==> config.mk <==
export PLATFORM = sky130hd
export DESIGN_NAME = bcd_down_timer
export DESIGN_NICKNAME = d
export VERILOG_FILES = /design/src/rtl/bcd_down_timer.sv
export SDC_FILE = /design/constraint.sdc
export NUM_CORES = 1
export LEC_CHECK = 0
export ABC_AREA = 1
export ABC_CLOCK_PERIOD_IN_PS = 4200
export CORE_MARGIN = 2
export CORE_UTILIZATION = 40
export CTS_BUF_LIST = sky130_fd_sc_hd__clkbuf_4
export DETAILED_ROUTE_END_ITERATION = 8
export PLACE_DENSITY = 0.68
export SYNTH_ARGS = -nofsm -noshare
export SYNTH_HDL_FRONTEND = slang
export SYNTH_SLANG_ARGS = --single-unit
==> constraint.sdc <==
create_clock -name clk -period 4.2 [get_ports clk]
set_input_delay 0.42 -clock clk [delete_from_list [all_inputs] [get_ports clk]]
set_output_delay 0.42 -clock clk [all_outputs]
set_load 0.01 [all_outputs]
==> src/rtl/bcd_down_timer.sv <==
// Presettable multi-digit BCD countdown timer. It decrements once every PRESCALE
// clocks while running and emits a one-cycle borrow/done pulse on reaching zero.
module bcd_down_timer #(
   parameter int PRESCALE = 4,
   parameter int DIGITS   = 2
) (
   input  logic                  clk,
   input  logic                  reset,
   input  logic                  load,
   input  logic [4*DIGITS-1:0]   load_val,
   input  logic                  start,
   input  logic                  pause,
   output logic [4*DIGITS-1:0]   q,
   output logic                  b,
   output logic                  busy
);

   localparam int W  = 4 * DIGITS;
   localparam int PW = (PRESCALE > 1) ? $clog2(PRESCALE) : 1;
   localparam logic [PW-1:0] PRE_MAX = PW'(PRESCALE - 1);
   localparam logic [W-1:0]  Q_ONE   = W'(1);

   typedef enum logic {
      IDLE = 1'b0,
      RUN  = 1'b1
   } state_t;

   state_t          state_q, state_d;
   logic [PW-1:0]   pre_q, pre_d;
   logic [W-1:0]    q_q, q_d;
   logic            b_q, b_d;

   logic [W-1:0]    sat_val;
   logic [W-1:0]    dec_val;
   logic            borrow;
   logic            tick;

   // Out-of-range preset digits are clamped to 9 so q always holds legal BCD.
   always_comb begin
      sat_val = '0;
      for (int i = 0; i < DIGITS; i++) begin
         sat_val[4*i +: 4] = (load_val[4*i +: 4] > 4'd9) ? 4'd9 : load_val[4*i +: 4];
      end
   end

   // Ripple-borrow BCD decrement across all digits in a single cycle.
   always_comb begin
      dec_val = '0;
      borrow  = 1'b1;
      for (int i = 0; i < DIGITS; i++) begin
         if (borrow) begin
            if (q_q[4*i +: 4] == 4'd0) begin
               dec_val[4*i +: 4] = 4'd9;
            end else begin
               dec_val[4*i +: 4] = q_q[4*i +: 4] - 4'd1;
               borrow            = 1'b0;
            end
         end else begin
            dec_val[4*i +: 4] = q_q[4*i +: 4];
         end
      end
   end

   assign tick = (state_q == RUN) && !pause && (pre_q == PRE_MAX);

   always_comb begin
      state_d = state_q;
      pre_d   = pre_q;
      q_d     = q_q;
      b_d     = 1'b0;

      if (load) begin
         q_d     = sat_val;
         pre_d   = '0;
         state_d = IDLE;
      end else begin
         case (state_q)
            IDLE: begin
               if (start && (q_q != '0)) begin
                  state_d = RUN;
                  pre_d   = '0;
               end
            end
            RUN: begin
               if (q_q == '0) begin
                  state_d = IDLE;
                  pre_d   = '0;
               end else if (tick) begin
                  pre_d = '0;
                  q_d   = dec_val;
                  if (q_q == Q_ONE) begin
                     q_d     = '0;
                     b_d     = 1'b1;
                     state_d = IDLE;
                  end
               end else if (!pause) begin
                  pre_d = pre_q + PW'(1);
               end
            end
            default: begin
               state_d = IDLE;
               pre_d   = '0;
            end
         endcase
      end
   end

   always_ff @(posedge clk) begin
      if (reset) begin
         state_q <= IDLE;
         pre_q   <= '0;
         q_q     <= '0;
         b_q     <= 1'b0;
      end else begin
         state_q <= state_d;
         pre_q   <= pre_d;
         q_q     <= q_d;
         b_q     <= b_d;
      end
   end

   assign q    = q_q;
   assign b    = b_q;
   assign busy = (state_q == RUN);

endmodule
==> qor.csv, run 1 <==
stage,metric,value,unit
status,status,"finished, final reports clean",
drt,"antenna viol nets, final",0,
critical_path,critical path class,flop to output port,
drt,# DRC,0,
cells_and_area,most frequent cells in the layout,"41 x nand2_1, 27 x nor2_1, 22 x clkdlybuf4s50_1, 16 x inv_1, 12 x dfxtp_1",
grt,first-pass GRT wire length,3700,µm
clock_tree,CTS tree,yes,
drt,initial DRC count,10,
critical_path,Crit path buffers/inverters,1,
power_and_ir_drop,Lkg Pwr,0.566,nW
floorplanning,die span in x,52.2,µm
grt,GRT Residual Overflow,0,
grt,M2 GR Usage,32.9,%
cells_and_area,layout cells sized above 1,11.9,%
critical_path,critical path arrival,1.33,ns
synthesis,Syn Area/Cell,6.11,µm²
synthesis,post-synthesis sequential area ratio,25.9,%
critical_path,Setup crit start,q[6],
grt,GRT Max-Usage Layer,met2,
clock_tree,post-CTS sizing,0,
clock_tree,CTS buffer count,3,
cells_and_area,area of the multi-input gates,598,µm²
timing,crit share post-route,41.6,%
grt,initial antenna violation count,0,
floorplanning,# IOs,23,
critical_path,Critical Path RT,3.78,ns
critical_path,r2r startpoint,q[4],
cells_and_area,Register Area,240,µm²
synthesis,Synthesized Nets,170,
synthesis,largest area contributor in the netlist,dfxtp_1,
cells_and_area,fillers,230,
worst_hold_path,Worst Min Path Start,pre_q[0],
run,max_cap viols,0,
clock_tree,clk_lat worst skew,0.28,ns
synthesis,Area contributors post-synth,"dfxtp_1 26%, nand2_1 17%, nor2_1 11%",
grt,met3 usage,3.14,%
worst_hold_path,Tightest Hold Check Type,flop to flop,
grt,largest net degree at the start of global routing,10,
critical_path,Worst path top cell family by delay,buffers and inverters,
critical_path,Crit path largest cell delay,0.58,ns
timing,Final Hold Violating Endpoints,0,
clock_tree,Root Buffer,clkbuf_4,
drt,Routed Wire Length,2110,µm
synthesis,Syn Inst Count,152,
placement,Placed Instances,201,
critical_path,"Max stage delay cell, worst path",clkdlybuf4s50_1,
clock_tree,clock buffer depth,2,
timing,Total Neg Setup Slack,0,ns
timing,Tmin final,1.75,ns
drt,DR vias/cell,4.74,
grt,GRT Util Overall,18.4,%
power_and_ir_drop,power per cell area,325,mW/mm²
floorplanning,number of placement rows,17,
clock_tree,Post-CTS Setup Repair Bufs,0,
timing,Worst Skew,0.00184,ns
critical_path,CP Cell Sequence,clkdlybuf4s50_1,
synthesis,Ys Warns,0,
synthesis,register bit total from synthesis,12,
cells_and_area,antenna cells,0,
power_and_ir_drop,Max IR drop VDD,0.175,mV
cells_and_area,area delta synth->final,29.5,%
critical_path,crit start category,flop,
floorplanning,Initial Util,42.0,%
synthesis,Synth top area share,25.9,%
clock_tree,CTS sink cnt,12,
cells_and_area,fin nets,196,
placement,RD Place Congestion,0.868,
synthesis,Netlist cell types,21,
drt,DR WL/cell,10.3,µm
drt,iteration count of the initial detailed-routing pass,4,
grt,vias in the first global route,897,
timing,Max Freq,572,MHz
synthesis,post-synthesis cell area,928,µm²
timing,slew margin rel.,74.7,%
clock_tree,hold_buf cts,0,
cells_and_area,Finished Core Util,54.4,%
floorplanning,core area,0.00221,mm²
critical_path,CP Capture Type,output port,
timing,RSZ-0062 raised after global routing,false,
critical_path,worst-path maximum fanout,5,
placement,I/O Buffers,22,
floorplanning,Die ar.,0.00272,mm²
timing,worst-margin pin slew,0.378,ns
timing,fin. max-slew vios,0,
floorplanning,height of the die,52.2,µm
placement,Final HPWL DP,1710,µm
clock_tree,H-Tree Depth,1,
clock_tree,"CTS clk-pin slew, worst paths",0.08,ns
cells_and_area,Post-Layout Cell Count,205,
grt,grt met1 use,21.4,%
drt,via count,971,
cells_and_area,"most common cell after layout, fill and taps aside",nand2_1,
timing,Final Setup Violations,0,
-- worst paths after layout --
kind                            depth (start not counted)  endpoint  slack, ns
worst min-delay path                                    2  pre_q[0]       0.53
worst max-delay path                                    1      q[6]       2.45
worst min register to register                          2  pre_q[0]       0.53
worst max register to register                          9      q[0]       2.68
-- sequential cells by signal, summed over array words and instances, names as in the netlist --
name / cells
b: 1
q: 8
busy: 1
pre_q: 2
-- logic make-up after synthesis --
family | share of synthesized area [%]
adder cells (fa/ha/maj) | 6.74
AO/OA/AOI/OAI | 8.22
flip-flops | 25.9
XOR/XNOR | 1.89
AND/OR/NAND/NOR | 47.6
buffers and inverters | 9.70
-- cell type report --
cell class	count	area share, %
Inverter	22	6.87
Timing Repair Buffer	22	18.3
Clock buffer	3	1.87
Multi-Input combinational cell	117	49.7
Clock inverter	1	0.312
Tap cell	28	2.91
Sequential cell	12	20.0
-- through the flow --
stage          power [W]  area [µm²]  hold slack (ns)  setup WS [ns]
3_3_place_gp    0.000313        1180            0.519           2.33
4_1_cts         0.000393        1200            0.529           2.44
5_1_grt         0.000419        1200            0.552           2.39
3_5_place_dp    0.000315        1180            0.513           2.27
2_1_floorplan   0.000260         928            0.481           2.80
6_report        0.000391        1200            0.530           2.45
-- power by group --
group	internal, W	leakage [nW]	switching, W
sequential	0.000126	0.0988	0.0000132
clock	0.0000345	0.0154	0.0000437
combinational	0.0000748	0.452	0.0000991
-- synth_stat cells --
library cell  count
nand3_4           1
or2_0             1
a31oi_1           1
ha_1              5
nor2_4            3
nor2_2            2
buf_4             1
xor2_1            2
inv_2             5
nand2_1          41
nand3_2           2
o21ai_0           3
nor3_1            4
inv_1            16
dfxtp_1          12
nand2_2           5
nand3_1           9
o21ai_1           3
a21oi_1           8
clkinv_1          1
nor2_1           27
-- metal layers --
metal	share of wire [%]	vias up
met4	1.7	0
met3	3.0	4
met5	0	-
met2	48	15
li1	-	524
met1	47	428
No activity file was read; power rests on OpenSTA's default activity.
==> run 2: changes to the inputs <==
--- a/config.mk
+++ b/config.mk
@@ -6,7 +6,7 @@
 export NUM_CORES = 1
 export LEC_CHECK = 0
 export ABC_AREA = 1
-export ABC_CLOCK_PERIOD_IN_PS = 4200
+export ABC_CLOCK_PERIOD_IN_PS = 1800
 export CORE_MARGIN = 2
 export CORE_UTILIZATION = 40
 export CTS_BUF_LIST = sky130_fd_sc_hd__clkbuf_4
==> constraint.sdc (replaced) <==
create_clock -name clk -period 1.8 [get_ports clk]
set_input_delay 0.18 -clock clk [delete_from_list [all_inputs] [get_ports clk]]
set_output_delay 0.18 -clock clk [all_outputs]
set_load 0.01 [all_outputs]
==> run 2 against run 1 <==
  * Combinational power up 130%
  * Utilization increased by 0.34 points
  * Clock skew is 0.0068 ns higher
  * Register-to-register slack worse by 2.4 ns
  * Via count down 0.51%
  * Count of clock-buffer cells in the layout did not move
  * Die area unchanged
  * Cell area rose by 0.62%
  * Critical path type unchanged
  * Clock power increased by 130%
==> qor.csv, run 2 (synthesis results as in run 1) <==
stage,metric,value,unit,change
critical_path,critical path class,flop to output port,,unchanged
timing,Final Setup Violations,0,,unchanged
grt,M2 GR Usage,30.4,%,was 32.9%
drt,DR WL/cell,10.3,µm,about the same
timing,Max Freq,660,MHz,
critical_path,capture point of the critical path,q[6],,unchanged
cells_and_area,area delta synth->final,30.3,%,was 29.5%
grt,vias in the first global route,886,,was 897
power_and_ir_drop,Comb power frac,44.3,%,was 44.5%
floorplanning,number of placement rows,17,,unchanged
placement,RD Place Congestion,0.852,,was 0.868
cells_and_area,most frequent cells in the layout,"41 x nand2_1, 27 x nor2_1, 22 x clkdlybuf4s50_1, 16 x inv_1, 12 x dfxtp_1",,unchanged
clock_tree,CTS buffer count,3,,unchanged
clock_tree,clk_lat worst skew,0.29,ns,was 0.28 ns
critical_path,Worst path top cell family by delay,buffers and inverters,,unchanged
power_and_ir_drop,Lkg Pwr,0.571,nW,was 0.566 nW
timing,fin. max-slew vios,0,,unchanged
drt,"antenna viol nets, final",0,,unchanged
drt,via count,966,,was 971
power_and_ir_drop,power per cell area,756,mW/mm²,was 325 mW/mm²
drt,Routed Wire Length,2120,µm,was 2110 µm
timing,worst-margin pin slew,0.294,ns,was 0.378 ns
drt,initial DRC count,20,,was 10
grt,largest net degree at the start of global routing,9,,was 10
drt,iteration count of the initial detailed-routing pass,4,,unchanged
floorplanning,Initial Util,42.0,%,unchanged
floorplanning,height of the die,52.2,µm,unchanged
critical_path,WP depth,1,,unchanged
floorplanning,die span in x,52.2,µm,unchanged
cells_and_area,max reg flops,8,,unchanged
critical_path,Critical Path RT,1.62,ns,was 3.78 ns
drt,DR vias/cell,4.69,,was 4.74
critical_path,CP Cell Sequence,clkdlybuf4s50_1,,unchanged
clock_tree,clock buffer depth,2,,unchanged
cells_and_area,fin nets,197,,was 196
grt,GRT Max-Usage Layer,met2,,unchanged
critical_path,internal reg-to-reg setup slack,0.29,ns,was 2.68 ns
clock_tree,Root Buffer,clkbuf_4,,unchanged
clock_tree,post-CTS sizing,0,,unchanged
clock_tree,"CTS clk-pin slew, worst paths",0.09,ns,was 0.08 ns
critical_path,Crit path buffers/inverters,1,,unchanged
critical_path,Setup crit start,q[6],,unchanged
critical_path,"Max stage delay cell, worst path",clkdlybuf4s50_1,,unchanged
critical_path,worst reg2reg path endpoint,q[0],,unchanged
cells_and_area,layout cells sized above 1,12.4,%,was 11.9%
grt,initial antenna violation count,0,,unchanged
floorplanning,core area,0.00221,mm²,unchanged
clock_tree,H-Tree Depth,1,,unchanged
floorplanning,# IOs,23,,unchanged
placement,post-place setup slack,0.286,ns,was 2.27 ns
clock_tree,Post-CTS Setup Repair Bufs,0,,unchanged
floorplanning,Die ar.,0.00272,mm²,unchanged
clock_tree,CTS sink cnt,12,,unchanged
worst_hold_path,Tightest Hold Check Type,input pin to flop,,was flop to flop
status,status,"finished, final reports clean",,unchanged
critical_path,Crit path largest cell delay,0.59,ns,was 0.58 ns
critical_path,crit start category,flop,,unchanged
timing,Worst Skew,0.00864,ns,was 0.00184 ns
power_and_ir_drop,Max IR drop VDD,0.352,mV,was 0.175 mV
placement,Placed Instances,202,,was 201
grt,GRT Residual Overflow,0,,unchanged
power_and_ir_drop,NetSw,0.000364,W,was 0.000156 W
power_and_ir_drop,Sw Share,39.9,%,about the same
cells_and_area,antenna cells,0,,unchanged
placement,Final HPWL DP,1670,µm,was 1710 µm
grt,met3 usage,2.57,%,was 3.14%
critical_path,CP Capture Type,output port,,unchanged
run,max_cap viols,0,,unchanged
power_and_ir_drop,clock share of power,20.1,%,was 20.0%
timing,Total Neg Setup Slack,0,ns,unchanged
critical_path,Worst Reg-to-Reg Cells,9,,unchanged
grt,first-pass GRT wire length,3660,µm,was 3700 µm
drt,# DRC,0,,unchanged
timing,crit share post-route,84.2,%,
critical_path,worst-path maximum fanout,5,,unchanged
timing,slew margin rel.,80.3,%,was 74.7%
timing,Tmin final,1.52,ns,
timing,Final Hold Violating Endpoints,0,,unchanged
clock_tree,hold_buf cts,0,,unchanged
power_and_ir_drop,sequential power share,35.6,%,was 35.5%
placement,I/O Buffers,22,,unchanged
power_and_ir_drop,Pint,0.000550,W,was 0.000235 W
critical_path,r2r startpoint,q[4],,unchanged
clock_tree,CTS tree,yes,,unchanged
grt,grt met1 use,22.3,%,was 21.4%
critical_path,critical path arrival,1.34,ns,was 1.33 ns
cells_and_area,Post-Layout Cell Count,206,,was 205
cells_and_area,"most common cell after layout, fill and taps aside",nand2_1,,unchanged
timing,final setup margin,0.285,ns,was 2.45 ns
grt,GRT Util Overall,18.1,%,was 18.4%
timing,RSZ-0062 raised after global routing,false,,unchanged
run 2: cell types whose count changed in the layout (fill, tap and decap cells not counted):
cell and delta:
buf_4 +1
run 2: power groups by stage:
stage                     logic [W]  clock network [W]  registers (W)
final                      0.000405           0.000183       0.000326
after global routing       0.000456           0.000201       0.000329
after CTS                  0.000407           0.000195       0.000326
after detailed placement   0.000404                  0       0.000332
after global placement     0.000403                  0       0.000331
after floorplan            0.000268                  0       0.000338
run 2: per-layer routing:
layer	wire (µm)	share of wire (%)
met1	999	47
met3	88	4.2
met2	968	46
met5	0	0
met4	60	2.8
run 2: layout make-up:
| class | count | area, µm² |
|---|---|---|
| timing repair buffer | 23 | 228 |
| clock inverter | 1 | 3.75 |
| multi-input combinational | 117 | 598 |
| fill | 230 | 1000 |
| clock buffer | 3 | 22.5 |
| sequential | 12 | 240 |
| tap | 28 | 35.0 |
| inverter | 22 | 82.6 |
run 2: how the worst min path moves through the flow:
| stage | from | to | slack [ns] | depth (start not counted) |
|---|---|---|---|---|
| 6_report | reset | q[3] | 0.48 | 2 |
| 4_1_cts | reset | q[3] | 0.48 | 2 |
| 5_1_grt | reset | q[3] | 0.54 | 2 |
| 3_3_place_gp | pre_q[0] | pre_q[0] | 0.50 | 2 |
| 2_1_floorplan | reset | q[3] | 0.25 | 1 |
| 3_5_place_dp | pre_q[0] | pre_q[0] | 0.51 | 2 |
run 2: stage by stage:
| step | total power, W | cell area [µm²] | util [%] | hold WS (ns) |
|---|---|---|---|---|
| finish | 0.000914 | 1210 | 54.7 | 0.480 |
| global route | 0.000987 | 1210 | 54.7 | 0.537 |
| CTS | 0.000928 | 1210 | 54.7 | 0.476 |
| detailed placement | 0.000736 | 1180 | 53.5 | 0.507 |
| global placement | 0.000734 | 1180 | 53.5 | 0.504 |
| floorplan | 0.000606 | 928 | - | 0.252 |
==> run 3: changes to the inputs <==
--- a/config.mk
+++ b/config.mk
@@ -6,12 +6,12 @@
 export NUM_CORES = 1
 export LEC_CHECK = 0
 export ABC_AREA = 1
-export ABC_CLOCK_PERIOD_IN_PS = 1800
+export ABC_CLOCK_PERIOD_IN_PS = 1330
 export CORE_MARGIN = 2
 export CORE_UTILIZATION = 40
 export CTS_BUF_LIST = sky130_fd_sc_hd__clkbuf_4
 export DETAILED_ROUTE_END_ITERATION = 8
-export PLACE_DENSITY = 0.68
+export PLACE_DENSITY = 0.71
 export SYNTH_ARGS = -nofsm -noshare
 export SYNTH_HDL_FRONTEND = slang
 export SYNTH_SLANG_ARGS = --single-unit
==> constraint.sdc (replaced) <==
create_clock -name clk -period 1.33 [get_ports clk]
set_input_delay 0.133 -clock clk [delete_from_list [all_inputs] [get_ports clk]]
set_output_delay 0.133 -clock clk [all_outputs]
set_load 0.01 [all_outputs]
==> run 3 against run 2 <==
  * Combinational power increased by 71%
  * First-iteration DRC count increased by 65%
  * Sequential power increased by 37%
  * Clock power increased by 34%
  * Cell area increased by 15%
  * Critical path depth increased by 9
  * Sequential share of layout area decreased by 1.6 points
  * Routed wire length increased by 10%
  * Global-route usage increased by 1.2 points
  * Via count increased by 11%
  * Sequential cell count unchanged
  * Cell count increased by 6.8%
  * Critical path type is now flop to flop
  * Largest power group unchanged
==> qor.csv, run 3 (synthesis results as in run 1) <==
stage,metric,value,unit,change
grt,M2 GR Usage,36.3,%,was 30.4%
timing,RSZ-0062 raised after global routing,true,,was false
grt,initial antenna violation count,0,,unchanged
critical_path,worst-path maximum fanout,8,,was 5
drt,Routed Wire Length,2330,µm,was 2120 µm
floorplanning,number of placement rows,17,,unchanged
timing,worst-margin pin slew,0.237,ns,was 0.294 ns
clock_tree,clk_lat worst skew,0.28,ns,was 0.29 ns
cells_and_area,layout cells sized above 1,30.2,%,was 12.4%
grt,GRT Util Overall,19.3,%,was 18.1%
drt,DR WL/cell,10.6,µm,was 10.3 µm
critical_path,Worst Reg-to-Reg Cells,10,,was 9
clock_tree,CTS tree,yes,,unchanged
critical_path,Critical Path RT,1.55,ns,was 1.62 ns
critical_path,critical path arrival,1.54,ns,was 1.34 ns
grt,grt met1 use,21.5,%,was 22.3%
timing,Max Freq,755,MHz,
cells_and_area,Post-Layout Cell Count,220,,was 206
clock_tree,hold_buf cts,0,,unchanged
drt,"antenna viol nets, final",0,,unchanged
cells_and_area,max reg flops,8,,unchanged
drt,via count,1069,,was 966
grt,met3 usage,2.57,%,unchanged
timing,Total Neg Setup Slack,0,ns,unchanged
cells_and_area,area delta synth->final,50.3,%,was 30.3%
grt,largest net degree at the start of global routing,9,,unchanged
clock_tree,CTS buffer count,3,,unchanged
placement,post-place setup slack,-0.0487,ns,was 0.286 ns
clock_tree,Root Buffer,clkbuf_4,,unchanged
clock_tree,CTS sink cnt,12,,unchanged
floorplanning,die span in x,52.2,µm,unchanged
drt,# DRC,0,,unchanged
power_and_ir_drop,Final Power,0.00138,W,was 0.000914 W
worst_hold_path,Tightest Hold Check Type,input pin to flop,,unchanged
power_and_ir_drop,Lkg Pwr,0.684,nW,was 0.571 nW
grt,GRT Max-Usage Layer,met2,,unchanged
cells_and_area,fin nets,211,,was 197
critical_path,critical path class,flop to flop,,was flop to output port
cells_and_area,most frequent cells in the layout,"36 x nand2_1, 25 x nor2_1, 15 x buf_4, 13 x clkdlybuf4s50_1, 11 x inv_1",,"was 41 x nand2_1, 27 x nor2_1, 22 x clkdlybuf4s50_1, 16 x inv_1, 12 x dfxtp_1"
grt,vias in the first global route,1021,,was 886
status,status,"finished, final reports clean",,unchanged
floorplanning,core area,0.00221,mm²,unchanged
grt,first-pass GRT wire length,3930,µm,was 3660 µm
critical_path,crit start category,flop,,unchanged
grt,GRT Residual Overflow,0,,unchanged
clock_tree,H-Tree Depth,1,,unchanged
placement,Final HPWL DP,1920,µm,was 1670 µm
timing,final setup margin,0.00498,ns,was 0.285 ns
clock_tree,"CTS clk-pin slew, worst paths",0.09,ns,about the same
power_and_ir_drop,Max IR drop VDD,0.543,mV,was 0.352 mV
timing,Worst Skew,0.00459,ns,was 0.00864 ns
timing,Tmin final,1.33,ns,
floorplanning,height of the die,52.2,µm,unchanged
worst_hold_path,Hold Crit Depth,2,,unchanged
drt,initial DRC count,33,,was 20
cells_and_area,"most common cell after layout, fill and taps aside",nand2_1,,unchanged
placement,I/O Buffers,22,,unchanged
floorplanning,Die ar.,0.00272,mm²,unchanged
cells_and_area,antenna cells,0,,unchanged
run,max_cap viols,0,,unchanged
timing,Final Hold Violating Endpoints,0,,unchanged
cells_and_area,post-route cell area,0.00140,mm²,was 0.00121 mm²
power_and_ir_drop,power per cell area,990,mW/mm²,was 756 mW/mm²
clock_tree,clock buffer depth,2,,unchanged
timing,fin. max-slew vios,0,,unchanged
drt,DR vias/cell,4.86,,was 4.69
floorplanning,Initial Util,42.0,%,unchanged
floorplanning,# IOs,23,,unchanged
placement,Placed Instances,214,,was 202
timing,crit share post-route,99.6,%,
placement,RD Place Congestion,0.840,,was 0.852
timing,slew margin rel.,84.2,%,was 80.3%
critical_path,CP Capture Type,flop,,was output port
drt,iteration count of the initial detailed-routing pass,4,,unchanged
timing,Final Setup Violations,0,,unchanged
placement,placed inst area,0.00130,mm²,was 0.00118 mm²
-- run 3: cell count changes in the layout (fill, tap and decap cells not counted), moves of 3 or more --
cell | before | now
buf_4 | 1 | 15
clkdlybuf4s50_1 | 22 | 13
dlygate4sd2_1 | 0 | 9
dfxtp_1 | 12 | 5
dfxtp_2 | 0 | 5
inv_1 | 16 | 11
nand2_1 | 41 | 36
inv_2 | 5 | 9
nand2_4 | 0 | 3
-- run 3: final timing paths --
path                 start       end  slack (ns)
setup / recovery      q[4]      q[4]       0.005
hold / removal       reset      q[3]        0.45
setup reg to reg      q[4]      q[4]       0.005
hold reg to reg   pre_q[0]  pre_q[0]        0.54
-- run 3: area by class of cell --
class	count	area (µm²)
repair buffers	37	322
flip-flops and latches	12	254
multi-input cells	117	673
clock inverters	1	3.75
clock buffers	3	22.5
well taps	28	35.0
fillers	210	817
inverters	22	85.1
-- run 3: routing by layer --
layer / vias to the layer above / routed length, µm
met5: - / 0
met4: 0 / 9
met3: 2 / 87
met2: 25 / 1190
met1: 487 / 1040
li1: 555 / -
-- run 3: worst max-delay path, stage by stage (launching register included) --
cell and delay [ns]:
dfxtp_2 0.33, inv_2 0.07, ha_4 0.15, nand2_4 0.05, nor2_4 0.14, nand2_2 0.09, nand2_2 0.09, nand3_4 0.11
nand2_2 0.09, nand2_1 0.04, nor2_1 0.09
-- run 3: repair_timing --
item	4_1_cts	5_1_grt
pin swaps	10	6
resized for setup	22	10
endpoints found under the setup margin	16	10
setup buffers	1	1
-- run 3: report_power, final --
group,switching [W],total [W],internal [W]
Combinational,0.000381,0.000692,0.000310
Clock,0.000136,0.000245,0.000109
Sequential,0.0000428,0.000445,0.000402
-- run 3: per-stage QoR --
step	hold slack (ns)	utilization, %
finish	0.448	63.1
global route	0.473	63.1
CTS	0.436	61.3
detailed placement	0.524	58.7
global placement	0.510	58.7
floorplan	0.205	-
